**src/rtl/ram_sp_requester_pkg.sv**
```systemverilog
// Shared definitions for the single-port RAM requester: grant encoding and
// response FIFO sizing.
package ram_sp_requester_pkg;

  typedef enum logic {
    GRANT_WR = 1'b0,
    GRANT_RD = 1'b1
  } grant_e;

  localparam int RSP_FIFO_DEPTH = 2;
  localparam int RSP_CNT_W      = $clog2(RSP_FIFO_DEPTH + 1);

endpackage

```
**src/rtl/ram_sp_requester_rsp_fifo2.sv**
```systemverilog
// rsp_fifo2: 2-entry synchronous FIFO with valid/ready on both sides and an
// occupancy count. The head entry is a register, so out_valid/out_data come
// straight from flops.
//   clk, rst            clock, synchronous active-high reset (clears occupancy)
//   in_valid/in_ready   push side; a push is taken whenever in_valid is high
//   in_data             push data
//   out_valid/out_ready pop side
//   out_data            head entry
//   count               number of entries held (0..2)
module rsp_fifo2
  import ram_sp_requester_pkg::*;
#(
  parameter int DATA_WIDTH = 8
) (
  input  logic                  clk,
  input  logic                  rst,
  input  logic                  in_valid,
  output logic                  in_ready,
  input  logic [DATA_WIDTH-1:0] in_data,
  output logic                  out_valid,
  input  logic                  out_ready,
  output logic [DATA_WIDTH-1:0] out_data,
  output logic [RSP_CNT_W-1:0]  count
);

  logic [DATA_WIDTH-1:0] head_q;
  logic [DATA_WIDTH-1:0] tail_q;
  logic [RSP_CNT_W-1:0]  count_q;
  logic                  push;
  logic                  pop;

  assign push      = in_valid;
  assign pop       = out_valid && out_ready;
  assign in_ready  = (count_q != RSP_CNT_W'(RSP_FIFO_DEPTH));
  assign out_valid = (count_q != '0);
  assign out_data  = head_q;
  assign count     = count_q;

  always_ff @(posedge clk) begin
    if (rst) begin
      count_q <= '0;
    end else if (push && !pop) begin
      count_q <= count_q + RSP_CNT_W'(1);
    end else if (pop && !push) begin
      count_q <= count_q - RSP_CNT_W'(1);
    end
  end

  // Entry storage carries no reset; occupancy alone says what is valid.
  always_ff @(posedge clk) begin
    if (push && pop) begin
      if (count_q == RSP_CNT_W'(1)) begin
        head_q <= in_data;
      end else begin
        head_q <= tail_q;
        tail_q <= in_data;
      end
    end else if (pop) begin
      head_q <= tail_q;
    end else if (push) begin
      if (count_q == '0) head_q <= in_data;
      else               tail_q <= in_data;
    end
  end

endmodule

```
**src/rtl/ram_sp_requester.sv**
```systemverilog
// ram_sp_requester: merges a write-request stream and a read-request stream
// onto one single-port RAM (data_out valid the cycle after the address) and
// returns read data in request order through a valid/ready response stream.
//   clk, rst                    clock, synchronous active-high reset
//   wr_valid/wr_ready/wr_addr/wr_data   write requests
//   rd_valid/rd_ready/rd_addr           read requests
//   rsp_valid/rsp_ready/rsp_data        read responses (backpressured)
//   ram_we/ram_addr/ram_data_in/ram_data_out  RAM port
//   wr_cnt/rd_cnt               issued-operation counters, wrapping
module ram_sp_requester
  import ram_sp_requester_pkg::*;
#(
  parameter int DATA_WIDTH = 8,
  parameter int ADDR_WIDTH = 5,
  parameter int CNT_WIDTH  = 32
) (
  input  logic                  clk,
  input  logic                  rst,
  input  logic                  wr_valid,
  output logic                  wr_ready,
  input  logic [ADDR_WIDTH-1:0] wr_addr,
  input  logic [DATA_WIDTH-1:0] wr_data,
  input  logic                  rd_valid,
  output logic                  rd_ready,
  input  logic [ADDR_WIDTH-1:0] rd_addr,
  output logic                  rsp_valid,
  input  logic                  rsp_ready,
  output logic [DATA_WIDTH-1:0] rsp_data,
  output logic                  ram_we,
  output logic [ADDR_WIDTH-1:0] ram_addr,
  output logic [DATA_WIDTH-1:0] ram_data_in,
  input  logic [DATA_WIDTH-1:0] ram_data_out,
  output logic [CNT_WIDTH-1:0]  wr_cnt,
  output logic [CNT_WIDTH-1:0]  rd_cnt
);

  grant_e                last_grant;
  logic                  gnt_wr;
  logic                  gnt_rd;
  logic                  rd_elig;
  logic                  rd_pend;
  logic                  fifo_in_ready;
  logic                  fifo_pop;
  logic [RSP_CNT_W-1:0]  fifo_count;
  logic [RSP_CNT_W:0]    credit_used;
  logic [ADDR_WIDTH-1:0] addr_hold_p1;

  assign fifo_pop = rsp_valid && rsp_ready;

  // Credit covers entries already queued plus the read still in flight. An
  // entry leaving this cycle frees its slot immediately, which is what lets
  // back-to-back reads stream at one response per cycle.
  always_comb begin
    credit_used = {1'b0, fifo_count} + (RSP_CNT_W+1)'(rd_pend) - (RSP_CNT_W+1)'(fifo_pop);
    rd_elig     = rd_valid && (credit_used < (RSP_CNT_W+1)'(RSP_FIFO_DEPTH));
    gnt_wr      = 1'b0;
    gnt_rd      = 1'b0;
    if (!rst) begin
      if (wr_valid && rd_elig) begin
        if (last_grant == GRANT_RD) gnt_wr = 1'b1;
        else                        gnt_rd = 1'b1;
      end else if (wr_valid) begin
        gnt_wr = 1'b1;
      end else if (rd_elig) begin
        gnt_rd = 1'b1;
      end
    end
  end

  assign wr_ready    = gnt_wr;
  assign rd_ready    = gnt_rd;
  assign ram_we      = gnt_wr;
  assign ram_data_in = wr_data;
  assign ram_addr    = gnt_wr ? wr_addr : (gnt_rd ? rd_addr : addr_hold_p1);

  // Issue stage -> capture stage: rd_pend marks the cycle ram_data_out is valid.
  always_ff @(posedge clk) begin
    if (rst) begin
      last_grant <= GRANT_RD;
      rd_pend    <= 1'b0;
      wr_cnt     <= '0;
      rd_cnt     <= '0;
    end else begin
      rd_pend <= gnt_rd;
      if (gnt_wr) begin
        last_grant <= GRANT_WR;
        wr_cnt     <= wr_cnt + CNT_WIDTH'(1);
      end
      if (gnt_rd) begin
        last_grant <= GRANT_RD;
        rd_cnt     <= rd_cnt + CNT_WIDTH'(1);
      end
    end
  end

  always_ff @(posedge clk) begin
    addr_hold_p1 <= ram_addr;
  end

  // Capture stage -> response stage.
  rsp_fifo2 #(.DATA_WIDTH(DATA_WIDTH)) u_rsp_fifo (
    .clk       (clk),
    .rst       (rst),
    .in_valid  (rd_pend),
    .in_ready  (fifo_in_ready),
    .in_data   (ram_data_out),
    .out_valid (rsp_valid),
    .out_ready (rsp_ready),
    .out_data  (rsp_data),
    .count     (fifo_count)
  );

  a_one_grant: assert property (@(posedge clk) !(gnt_wr && gnt_rd));
  a_no_overflow: assert property (@(posedge clk) disable iff (rst) rd_pend |-> fifo_in_ready);

endmodule

```
**config.mk**
```make
export PLATFORM = sky130hd
export DESIGN_NAME = ram_sp_requester
export DESIGN_NICKNAME = d
export VERILOG_FILES = /design/src/rtl/ram_sp_requester_pkg.sv /design/src/rtl/ram_sp_requester_rsp_fifo2.sv /design/src/rtl/ram_sp_requester.sv
export SDC_FILE = /design/constraint.sdc
export NUM_CORES = 1
export LEC_CHECK = 0
export CORE_ASPECT_RATIO = 1.2
export CORE_MARGIN = 5
export CORE_UTILIZATION = 45
export CTS_CLUSTER_DIAMETER = 200
export DETAILED_ROUTE_END_ITERATION = 6
export PLACE_DENSITY = 0.88
export SLEW_MARGIN = 30
export SYNTH_ARGS = -nofsm -noshare
export SYNTH_HDL_FRONTEND = slang
export SYNTH_SLANG_ARGS = --single-unit
```
**constraint.sdc**
```tcl
create_clock -name clk -period 3.6 [get_ports clk]
set_input_delay 0.72 -clock clk [delete_from_list [all_inputs] [get_ports clk]]
set_output_delay 0.72 -clock clk [all_outputs]
set_load 0.02 [all_outputs]
```
==> Word-level counts from Yosys, hierarchy flattened <==
Cells that the tools add are included.
{ "classes": {"muxes": 23, "magnitude_cmp": 1, "reduce_logical": 17, "n_eq_ne": 4, "add_sub_neg": 6} }
{ "op_table": {"columns": ["cell", "count"], "rows": [
  ["two-way mux 8 bit", 10],
  ["adder 32 x 1 -> 32 bit, second input constant", 2],
  ["two-way mux 5 bit", 2],
  ["two-way mux 1 bit", 9],
  ["logical AND 1 bit", 6],
  ["nonzero test 2 bit", 3],
  ["nonzero test 3 bit", 2],
  ["two-way mux 2 bit", 2],
  ["inequality test 2 x 1 -> 1 bit, second input constant", 2],
  ["AND reduction 4 bit", 1],
  ["adder 2 x 1 -> 3 bit", 1],
  ["less-than comparator 3 x 2 -> 1 bit, second input constant", 1],
  ["subtractor 3 x 1 -> 3 bit", 1],
  ["adder 2 x 1 -> 2 bit, second input constant", 1],
  ["equality test 2 x 1 -> 1 bit, second input constant", 1],
  ["logical NOT 1 bit", 2],
  ["logical NOT 2 bit", 1],
  ["inequality test 2 bit, second input constant", 1],
  ["AND reduction 2 bit", 1],
  ["OR reduction 2 bit", 1],
  ["subtractor 2 x 1 -> 2 bit, second input constant", 1]
]} }
{ "word_totals": {"register_bits": 89, "elab_cells": 59} }

==> Longest topological paths before layout <==
Gate-level depths: netlist of run 1.
{ "logic_depth": {"word_depth": 11, "mapped_depth": 14, "ltp_nobuf": 12} }

==> By module <==
From an unflattened synthesis of run 1, not the netlist that was laid out.
{ "hier_totals": {"hier_cells": 420, "hier_area_um2": 4184.0} }
{ "modules_own_cells": {"columns": ["mod", "area_each_um2", "cells_per_inst", "n_inst", "seq_area_each_um2"], "rows": [
  ["ram_sp_requester", 3393.3, 374, 1, 1421.4],
  ["rsp_fifo2", 790.8, 46, 1, 520.5]
]} }

==> Least setup slack after synthesis of run 1 <==
Ideal clock, no wire load.
{ "synth_path": {"path_type": "reg2out", "start": "reg u_rsp_fifo.count_q[1] (netlist: u_rsp_fifo.count[1])", "end": "out ram_addr[0]", "path_stages_with_launch": 14, "required_time_ns": 2.880, "path_slack_ns": -0.492, "path_buffers": 1, "arrival_time_ns": 3.372, "path_cell_list": "dfxtp_1 inv_1 ha_1 inv_1 nand2_1 nor2_1 o21ai_0 fa_1 and2_0 clkbuf_1 nand3_1 nor2_2 mux2i_1 o21ai_0"} }
{ "synth_via": {"elab_chain_cells": 11, "word_cells_on_any_way": 15} }
{ "synth_rtl": {"columns": ["item", "line_no", "source"], "rows": [
  ["start: declaration", "ram_sp_requester_rsp_fifo2.sv:28", "logic [RSP_CNT_W-1:0] count_q;"],
  ["start signal: assignment", "ram_sp_requester_rsp_fifo2.sv:43", "count_q <= count_q + RSP_CNT_W'(1);"],
  ["start signal: assignment", "ram_sp_requester_rsp_fifo2.sv:45", "count_q <= count_q - RSP_CNT_W'(1);"],
  ["nonzero test 2 bit *", "ram_sp_requester_rsp_fifo2.sv:35", "assign out_valid = (count_q != '0);"],
  ["named net rsp_valid", "ram_sp_requester.sv:26", "output logic rsp_valid,"],
  ["logical AND 1 bit *", "ram_sp_requester.sv:48", "assign fifo_pop = rsp_valid && rsp_ready;"],
  ["subtractor 3 x 1 -> 3 bit *", "ram_sp_requester.sv:54", "credit_used = {1'b0, fifo_count} + (RSP_CNT_W+1)'(rd_pend) - (RSP_CNT_W+1)'(fifo_pop);"],
  ["less-than comparator 3 x 2 -> 1 bit *", "ram_sp_requester.sv:55", "rd_elig = rd_valid && (credit_used < (RSP_CNT_W+1)'(RSP_FIFO_DEPTH));"],
  ["logical AND 1 bit *", "ram_sp_requester.sv:55", null],
  ["two-way mux 1 bit", "ram_sp_requester.sv:64", "end else if (rd_elig) begin"],
  ["two-way mux 1 bit", "ram_sp_requester.sv:62", "end else if (wr_valid) begin"],
  ["two-way mux 1 bit *", "ram_sp_requester.sv:59", "if (wr_valid && rd_elig) begin"],
  ["two-way mux 1 bit *", "ram_sp_requester.sv:58", "if (!rst) begin"],
  ["named net rd_ready", "ram_sp_requester.sv:24", "output logic rd_ready,"],
  ["two-way mux 5 bit * (2 in series)", "ram_sp_requester.sv:74", "assign ram_addr = gnt_wr ? wr_addr : (gnt_rd ? rd_addr : addr_hold_p1);"],
  ["end: declaration", "ram_sp_requester.sv:30", "output logic [ADDR_WIDTH-1:0] ram_addr,"]
]} }
Mark *: on every way through the listed nets, which the timed path passes. The rest lies on a longest branch.

==> Worst setup path in the final report of run 1 <==
{ "layout_path": {"start": "in rsp_ready", "end": "out ram_addr[2]"} }
{ "layout_via": {"elab_chain_cells": 10, "word_cells_on_any_way": 13} }
{ "layout_rtl": {"columns": ["item", "line_no", "source"], "rows": [
  ["start: declaration", "ram_sp_requester.sv:27", "input logic rsp_ready,"],
  ["logical AND 1 bit *", "ram_sp_requester.sv:48", null],
  ["subtractor 3 x 1 -> 3 bit *", "ram_sp_requester.sv:54", null],
  ["less-than comparator 3 x 2 -> 1 bit *", "ram_sp_requester.sv:55", null],
  ["logical AND 1 bit *", "ram_sp_requester.sv:55", null],
  ["two-way mux 1 bit", "ram_sp_requester.sv:64", null],
  ["two-way mux 1 bit", "ram_sp_requester.sv:62", null],
  ["two-way mux 1 bit", "ram_sp_requester.sv:59", null],
  ["two-way mux 1 bit", "ram_sp_requester.sv:58", null],
  ["two-way mux 5 bit", "ram_sp_requester.sv:74", null],
  ["two-way mux 5 bit *", "ram_sp_requester.sv:74", null]
]} }
Every way passes the cells marked *; elsewhere a longest branch is shown, timed or not.

==> summary.md, run 1 <==
| Metric | Value |
|---|---|
| Seq pwr share | `0.395` |
| Yosys warnings | `0` |
| Share of the yosys chip area belonging to registers | `0.469` |
| Max_cap viols | `0` |
| CP Capture Type | `output port` |
| Area contributors post-synth | `dfxtp_1 35%, edfxtp_1 12%, nor2_1 4.3%, xnor2_1 4.2%, xor2_1 4.2%` |
| Synth async-reset ratio | `0` |
| Hold_ws | `roughly 0.5 ns` |
| Initial antenna violation count | `0` |
| Yosys cell types | `45` |
| Switching power total | `0.948 mW` |
| Pin count of the biggest net entering global routing | `64` |
| Worst setup SP type | `input port` |
| Syn_nets | `483` |
| Placed insts | `661` |
| GR Overflow Total | `0` |
| Combinational fraction of design power | `0.345` |
| Fin. max-slew vios | `0` |
| Outcome | `complete, no violations` |
| Via/cell ratio | `5.42` |
| CTS root buf | `clkbuf_8` |
| #FFs+latches synth | `a little under 90` |
| First-pass GRT wire length | `17.5 mm` |
| Placer Congestion | `0.826` |
| Area Growth Syn to Fin | `38.9%` |
| Post-synthesis instance area | `4140 um2` |
| Area leader, netlist | `dfxtp_1` |
| Post-route clock period utilization | `0.990` |
| Clock buffer count from CTS | `9` |
| P per Cell Area | `514 nW/um2` |
| Fill count | `710` |
| Fin nets | `599` |
| Commonest cells after routing, fill and taps aside | `93 x clkdlybuf4s50_1, 71 x dfxtp_1, 47 x nor2_1` |
| RSZ-0062 raised after global routing | `true` |
| Int Power | `around 2 mW` |
| Clk buf depth | `2` |
| WP data arrival | `about 2.8 ns` |
| Layout cell share with drive strength beyond 1 | `0.168` |
| # diodes | `0` |
| Vias | `approximately 3700` |
| Fin. Hold Viols | `0` |
| Row cnt | `38` |
| DRC | `0` |
| Hold-fix buffers, CTS | `0` |
| Post-detail-place hpwl | `slightly below 8 mm` |
| Clk Latency, worst-skew pair | `0.35 ns` |
| Post-route cell area | `5750 um2` |
| Worst-path fanout max | `4` |
| Number of synthesized flops with an enable pin | `16` |
| Clk pin slew, worst setup/hold paths | `0.09 ns` |
| Clock power share | `0.260` |
| Clk sink count | `89` |
| Vias in the first global route | `approximately 3700` |
| Die Area | `around 11000 um2` |
| Initial DRC Count | `~170` |
| Switching Share | `0.320` |
| Synth Flop Type | `dfxtp_1` |
| Starting Density | `0.459` |
| Core box area | `around 9000 um2` |
| GRT Util Overall | `0.188` |
| Syn Inst Count | `446` |
| Top-area cell type share of the netlist area | `0.353` |
| VDD IR-drop max | `0.277 mV` |
| Final Skew | `0.0148 ns` |
| Rel. slew slack | `0.591` |
| I/O pins | `between 100 and 150` |
| Max Freq | `between 0.2 and 0.3 GHz` |
| Drt total wl | `about 11 mm` |
| Cell Count, Final, Fillers Out | `687` |
| Most common cell after layout, fill and taps aside | `clkdlybuf4s50_1` |
| Pre-CTS WS | `-0.640 ns` |
| H-tree depth | `3` |
| CTS tree | `done` |
| Worst min path class | `reg2reg` |
| I/O Buffers | `around 100` |
| Placed inst area | `5350 um2` |
| Setup violators final | `0` |
| Syn Area/Cell | `9.29 um2` |
| Worst Setup Path Type | `in2out` |
| Fin crit period | `3.56 ns` |
| Worst setup margin | `roughly 0.037 ns` |
| Routed len/inst | `15.8 um` |
| Die W | `97.6 um` |
| Worst EP required | `2.88 ns` |
| Die Span Y | `~120 um` |
| Worst Tran Pin Value | `0.613 ns` |
| Post-route ant nets | `0` |
| Design Power | `about 3 mW` |
| Initial DRT Pass Iterations | `5` |
| Pleak | `1.99 nW` |
## what timing repair did
item                                    CTS  global route
cloned                                    1             0
pin swaps                                 1             4
gates resized for setup                  41            29
buffers inserted                          4             5
endpoints found under the setup margin    8             8
## stage by stage
stage | TNS [ns] | utilization
4_1_cts | 0 | 0.621
5_1_grt | -0.323 | 0.637
3_3_place_gp | -4.32 | 0.592
6_report | 0 | 0.637
3_5_place_dp | -4.60 | 0.592
2_1_floorplan | 0 | -
## metal layers
metal	track usage	wire, um	vias up
met4	0.0720	165	0
met5	0	0	-
met1	0.212	4350	1788
met3	0.0510	628	16
met2	0.339	5680	118
li1	-	-	1803
## power groups by stage
stage / registers (mW) / clock network (mW) / logic [mW]
global placement: 1.18 / 0 / 0.807
global route: 1.18 / 0.834 / 1.09
detailed placement: 1.18 / 0 / 0.837
finish: 1.17 / 0.770 / 1.02
CTS: 1.16 / 0.782 / 0.855
floorplan: 1.23 / 0 / 0.452
## critical path: stages
cell	delay, ns
clkdlybuf4s15_1	0.28
nand2_4	0.09
nor2_4	0.12
o21ai_2	0.07
fa_2	0.52
and2_4	0.15
nand3_4	0.09
nor2_4	0.21
buf_6	0.13
mux2i_2	0.21
o21ai_2	0.10
buf_6	0.14
## sequential cells by signal, indices dropped and copies added, names as in the netlist
register             cells
wr_cnt                  32
addr_hold_p1             5
rd_pend                  1
u_rsp_fifo.count         2
u_rsp_fifo.out_data      8
u_rsp_fifo.tail_q        8
last_grant               1
rd_cnt                  32
## worst paths after layout
kind,start,endpoint,slack (ns),depth (start not counted)
max,rsp_ready,ram_addr[2],0.04,12
min,rd_cnt[31],rd_cnt[31],0.50,2
max reg2reg,u_rsp_fifo.count[0],rd_cnt[27],0.70,13
min reg2reg,rd_cnt[31],rd_cnt[31],0.50,2
## cell usage after synthesis (2+ instances only)
master and n:
nor3_2 2, nand2_1 31, buf_6 2, a31oi_1 2, nand3_1 19, nor3_1 8
edfxtp_1 16, xnor2_1 20, mux2i_1 6, o31ai_1 7, dfxtp_1 73, nand4_4 2
and3_1 7, ha_1 5, or4_1 9, a21oi_1 23, and2_1 2, mux2_2 9
nand4_1 22, nor4_1 13, inv_1 15, o21ai_0 22, or3_1 13, and4_1 4
nand3b_1 4, clkbuf_1 17, xor2_1 20, buf_4 9, nor2_1 48
## layout make-up
| cell class | count | area [um2] | share of cell area |
|---|---|---|---|
| Multi-Input combinational cell | 313 | 2100 | 0.366 |
| Sequential cell | 89 | 1940 | 0.338 |
| Timing Repair Buffer | 134 | 1270 | 0.221 |
| Tap cell | 120 | 150 | 0.0261 |
| Clock buffer | 9 | 124 | 0.0215 |
| Clock inverter | 7 | 100 | 0.0174 |
| Inverter | 15 | 58.8 | 0.0102 |
## logic make-up (layout without fill, tap and decap cells)
group                      count (synthesis)  in the layout  synth area share
AOI/OAI and AO/OA                         56             56            0.0737
xor gates and xnor gates                  41             41            0.0885
adders and majority gates                  6              6            0.0199
buffers and inverters                     44            165            0.0516
DFF                                       89             89             0.469
muxes                                     15             15            0.0390
and+or+nand+nor                          195            195             0.259
(Power assumes the default switching activity.)
==> inputs of run 2 (changes only) <==
Clock period 3.6 ns to 3.93 ns, I/O delays scaled along.
==> summary.md, run 2 (same netlist as run 1, synthesis figures left out) <==
| Metric | Value |
|---|---|
| Outcome | `complete, no violations` |
| Fill count | `779 (+9.7%)` |
| Final Skew | `0.00989 ns (-0.00486 ns)` |
| WP buf/inv | `7 (+4)` |
| Worst-path fanout max | `6 (+2)` |
| Post-Route Setup TNS | `0 ns (unchanged)` |
| Layout cell share with drive strength beyond 1 | `0.123 (-0.0448)` |
| Via/cell ratio | `5.34 (-1.5%)` |
| Commonest cells after routing, fill and taps aside | `93 x clkdlybuf4s50_1, 72 x dfxtp_1, 47 x nor2_1` |
| Worst Setup Path Type | `reg2out` |
| CP Capture Type | `output port` |
| Clk buf depth | `2 (unchanged)` |
| Final Core Density | `0.612 (-0.0253)` |
| DRC | `0 (unchanged)` |
| Die Span Y | `115 um (unchanged)` |
| Area taken by flip-flops and latches | `1940 um2 (about the same)` |
| Worst setup startpoint | `u_rsp_fifo.count[0]` |
| Die Area | `11200 um2 (unchanged)` |
| Clk sink count | `89 (unchanged)` |
| RSZ-0062 raised after global routing | `false` |
| Worst min path class | `reg2reg` |
| # diodes | `0 (unchanged)` |
| Max_cap viols | `0 (unchanged)` |
| Hold-fix buffers, CTS | `0 (unchanged)` |
| Fin nets | `586 (-2.2%)` |
| FF-to-FF Start | `u_rsp_fifo.count[0]` |
| Fin. Hold Viols | `0 (unchanged)` |
| Fin crit period | `3.74 ns` |
| Setup violators final | `0 (unchanged)` |
| Min-delay src | `wr_cnt[17]` |
| Area Growth Syn to Fin | `33.3%` |
| Worst setup SP type | `flip-flop` |
| I/O pins | `120 (unchanged)` |
| Initial antenna violation count | `0 (unchanged)` |
| Post-route ant nets | `0 (unchanged)` |
| GRT Util Overall | `0.182 (-0.00560)` |
| Core box area | `9030 um2 (unchanged)` |
| P per Cell Area | `446 nW/um2 (-13%)` |
| Post-detail-place hpwl | `7.58 mm (-1.3%)` |
| Worst path cell trace | `inv_1 > ha_1 > inv_1 > nand2_2 > nor2_4 > buf_4 > fa_2 > and2_4 > buf_4 > a31oi_4 > buf_4 > buf_4 > clkdlybuf4s15_2` |
| Fin. max-slew vios | `0 (unchanged)` |
| I/O Buffers | `103 (unchanged)` |
| Vias | `3599 (-3.4%)` |
| Max Freq | `0.267 GHz` |
| Drt total wl | `10.4 mm (-4.4%)` |
| Initial DRT Pass Iterations | `5 (unchanged)` |
| Clk Latency, worst-skew pair | `0.36 ns (about the same)` |
| H-tree depth | `3 (unchanged)` |
| Pleak | `1.88 nW (-5.2%)` |
| Worst EP required | `3.14 ns (+0.26 ns)` |
| Most common cell after layout, fill and taps aside | `clkdlybuf4s50_1` |
| Row cnt | `38 (unchanged)` |
| Slowest cell on crit path | `fa_2` |
| Starting Density | `0.459 (unchanged)` |
| Clk pin slew, worst setup/hold paths | `0.09 ns (about the same)` |
| Post-route clock period utilization | `0.952` |
| Pin count of the biggest net entering global routing | `45 (-30%)` |
| WP data arrival | `2.95 ns (+0.11 ns)` |
| Clock buffer count from CTS | `9 (unchanged)` |
| Top flop regs | `rd_cnt (32), wr_cnt (32)` |
| CTS root buf | `clkbuf_8` |
| Routed len/inst | `15.4 um (-2.5%)` |
| Vias in the first global route | `3592 (-2.5%)` |
| Design Power | `2.46 mW (-17%)` |
| Worst Tran Pin Value | `0.548 ns (-0.0648 ns)` |
| Area of the multi-input gates | `2030 um2 (-3.6%)` |
| Placer Congestion | `0.787 (-4.7%)` |
| CP peak stage delay | `0.42 ns (-0.10 ns)` |
| Rel. slew slack | `0.631 (+0.0398)` |
| VDD IR-drop max | `0.273 mV (-1.5%)` |
| GR Overflow Total | `0 (unchanged)` |
| First-pass GRT wire length | `17.1 mm (-2.6%)` |
| Initial DRC Count | `173 (+0.58%)` |
| Cell repeated most along the worst path | `buf_4` |
| CP delay by family, top | `buffers and inverters` |
| CTS tree | `done` |
| Die W | `97.6 um (unchanged)` |
-- run 2: cell types whose count changed in the layout (fill, tap and decap cells not counted), moves of 2 or more --
cell        change
buf_6           -9
o21ai_1         +6
o21ai_2         -6
buf_4           -5
inv_1           +3
mux2i_1         +3
clkinvlp_4      +2
inv_2           -2
mux2i_4         -2
-- run 2: worst reg2reg max path, delay by kind of cell (launching register included) --
family | cells | cell delay (ns)
AND/OR/NAND/NOR | 5 | 1.18
buffers and inverters | 4 | 0.48
adder cells (fa/ha/maj) | 2 | 0.59
flip-flops | 1 | 0.39
XOR/XNOR | 1 | 0.20
AO/OA/AOI/OAI | 2 | 0.24
-- run 2: worst paths after layout --
kind,end,slack (ns),depth (start not counted)
setup / recovery,ram_we,0.19,13
hold / removal,wr_cnt[17],0.51,2
setup reg to reg,rd_cnt[29],0.77,14
hold reg to reg,wr_cnt[17],0.51,2
-- run 2: power breakdown --
| part | internal [mW] | leakage (nW) | switching [mW] | total, mW |
|---|---|---|---|---|
| logic | 0.340 | 1.05 | 0.416 | 0.756 |
| clock network | 0.299 | 0.0966 | 0.338 | 0.637 |
| registers | 1.03 | 0.737 | 0.0449 | 1.07 |
-- run 2: timing repair --
item,4_1_cts,5_1_grt
pin swaps,1,3
endpoints found under the setup margin,8,7
setup buffers,1,0
gates cloned,1,0
resized for setup,36,8
-- run 2: final cells by class --
class	count	area share
repair buffers	121	0.208
clock inverters	7	0.0138
flip-flops and latches	89	0.352
multi-input cells	313	0.367
inverters	15	0.0102
well taps	120	0.0272
clock buffers	9	0.0224
-- run 2: per-stage QoR --
step	worst slack (ns)	std cells	hold WS, ns	instance area (um2)
finish	0.190	674	0.511	5530
global route	0.0284	674	0.527	5530
CTS	-0.0586	674	0.512	5510
detailed placement	-0.513	656	0.493	5290
global placement	-0.364	656	0.466	5290
floorplan	0.0548	446	0.477	4150
-- run 2: metal layers --
layer  vias up  part of all wire  routed length, um  track usage
met5         -                 0                  0            0
met4         0             0.020                209       0.0766
met3        17             0.045                467       0.0340
met2        88              0.51               5280        0.327
met1      1711              0.42               4400        0.214
li1       1783                 -                  -            -
==> inputs of run 3 (changes only) <==
Settings changed: ABC_CLOCK_PERIOD_IN_PS set to 3930.
==> results of run 3 <==
Same layout as run 2: the final DEF is identical, and so are final timing and power.
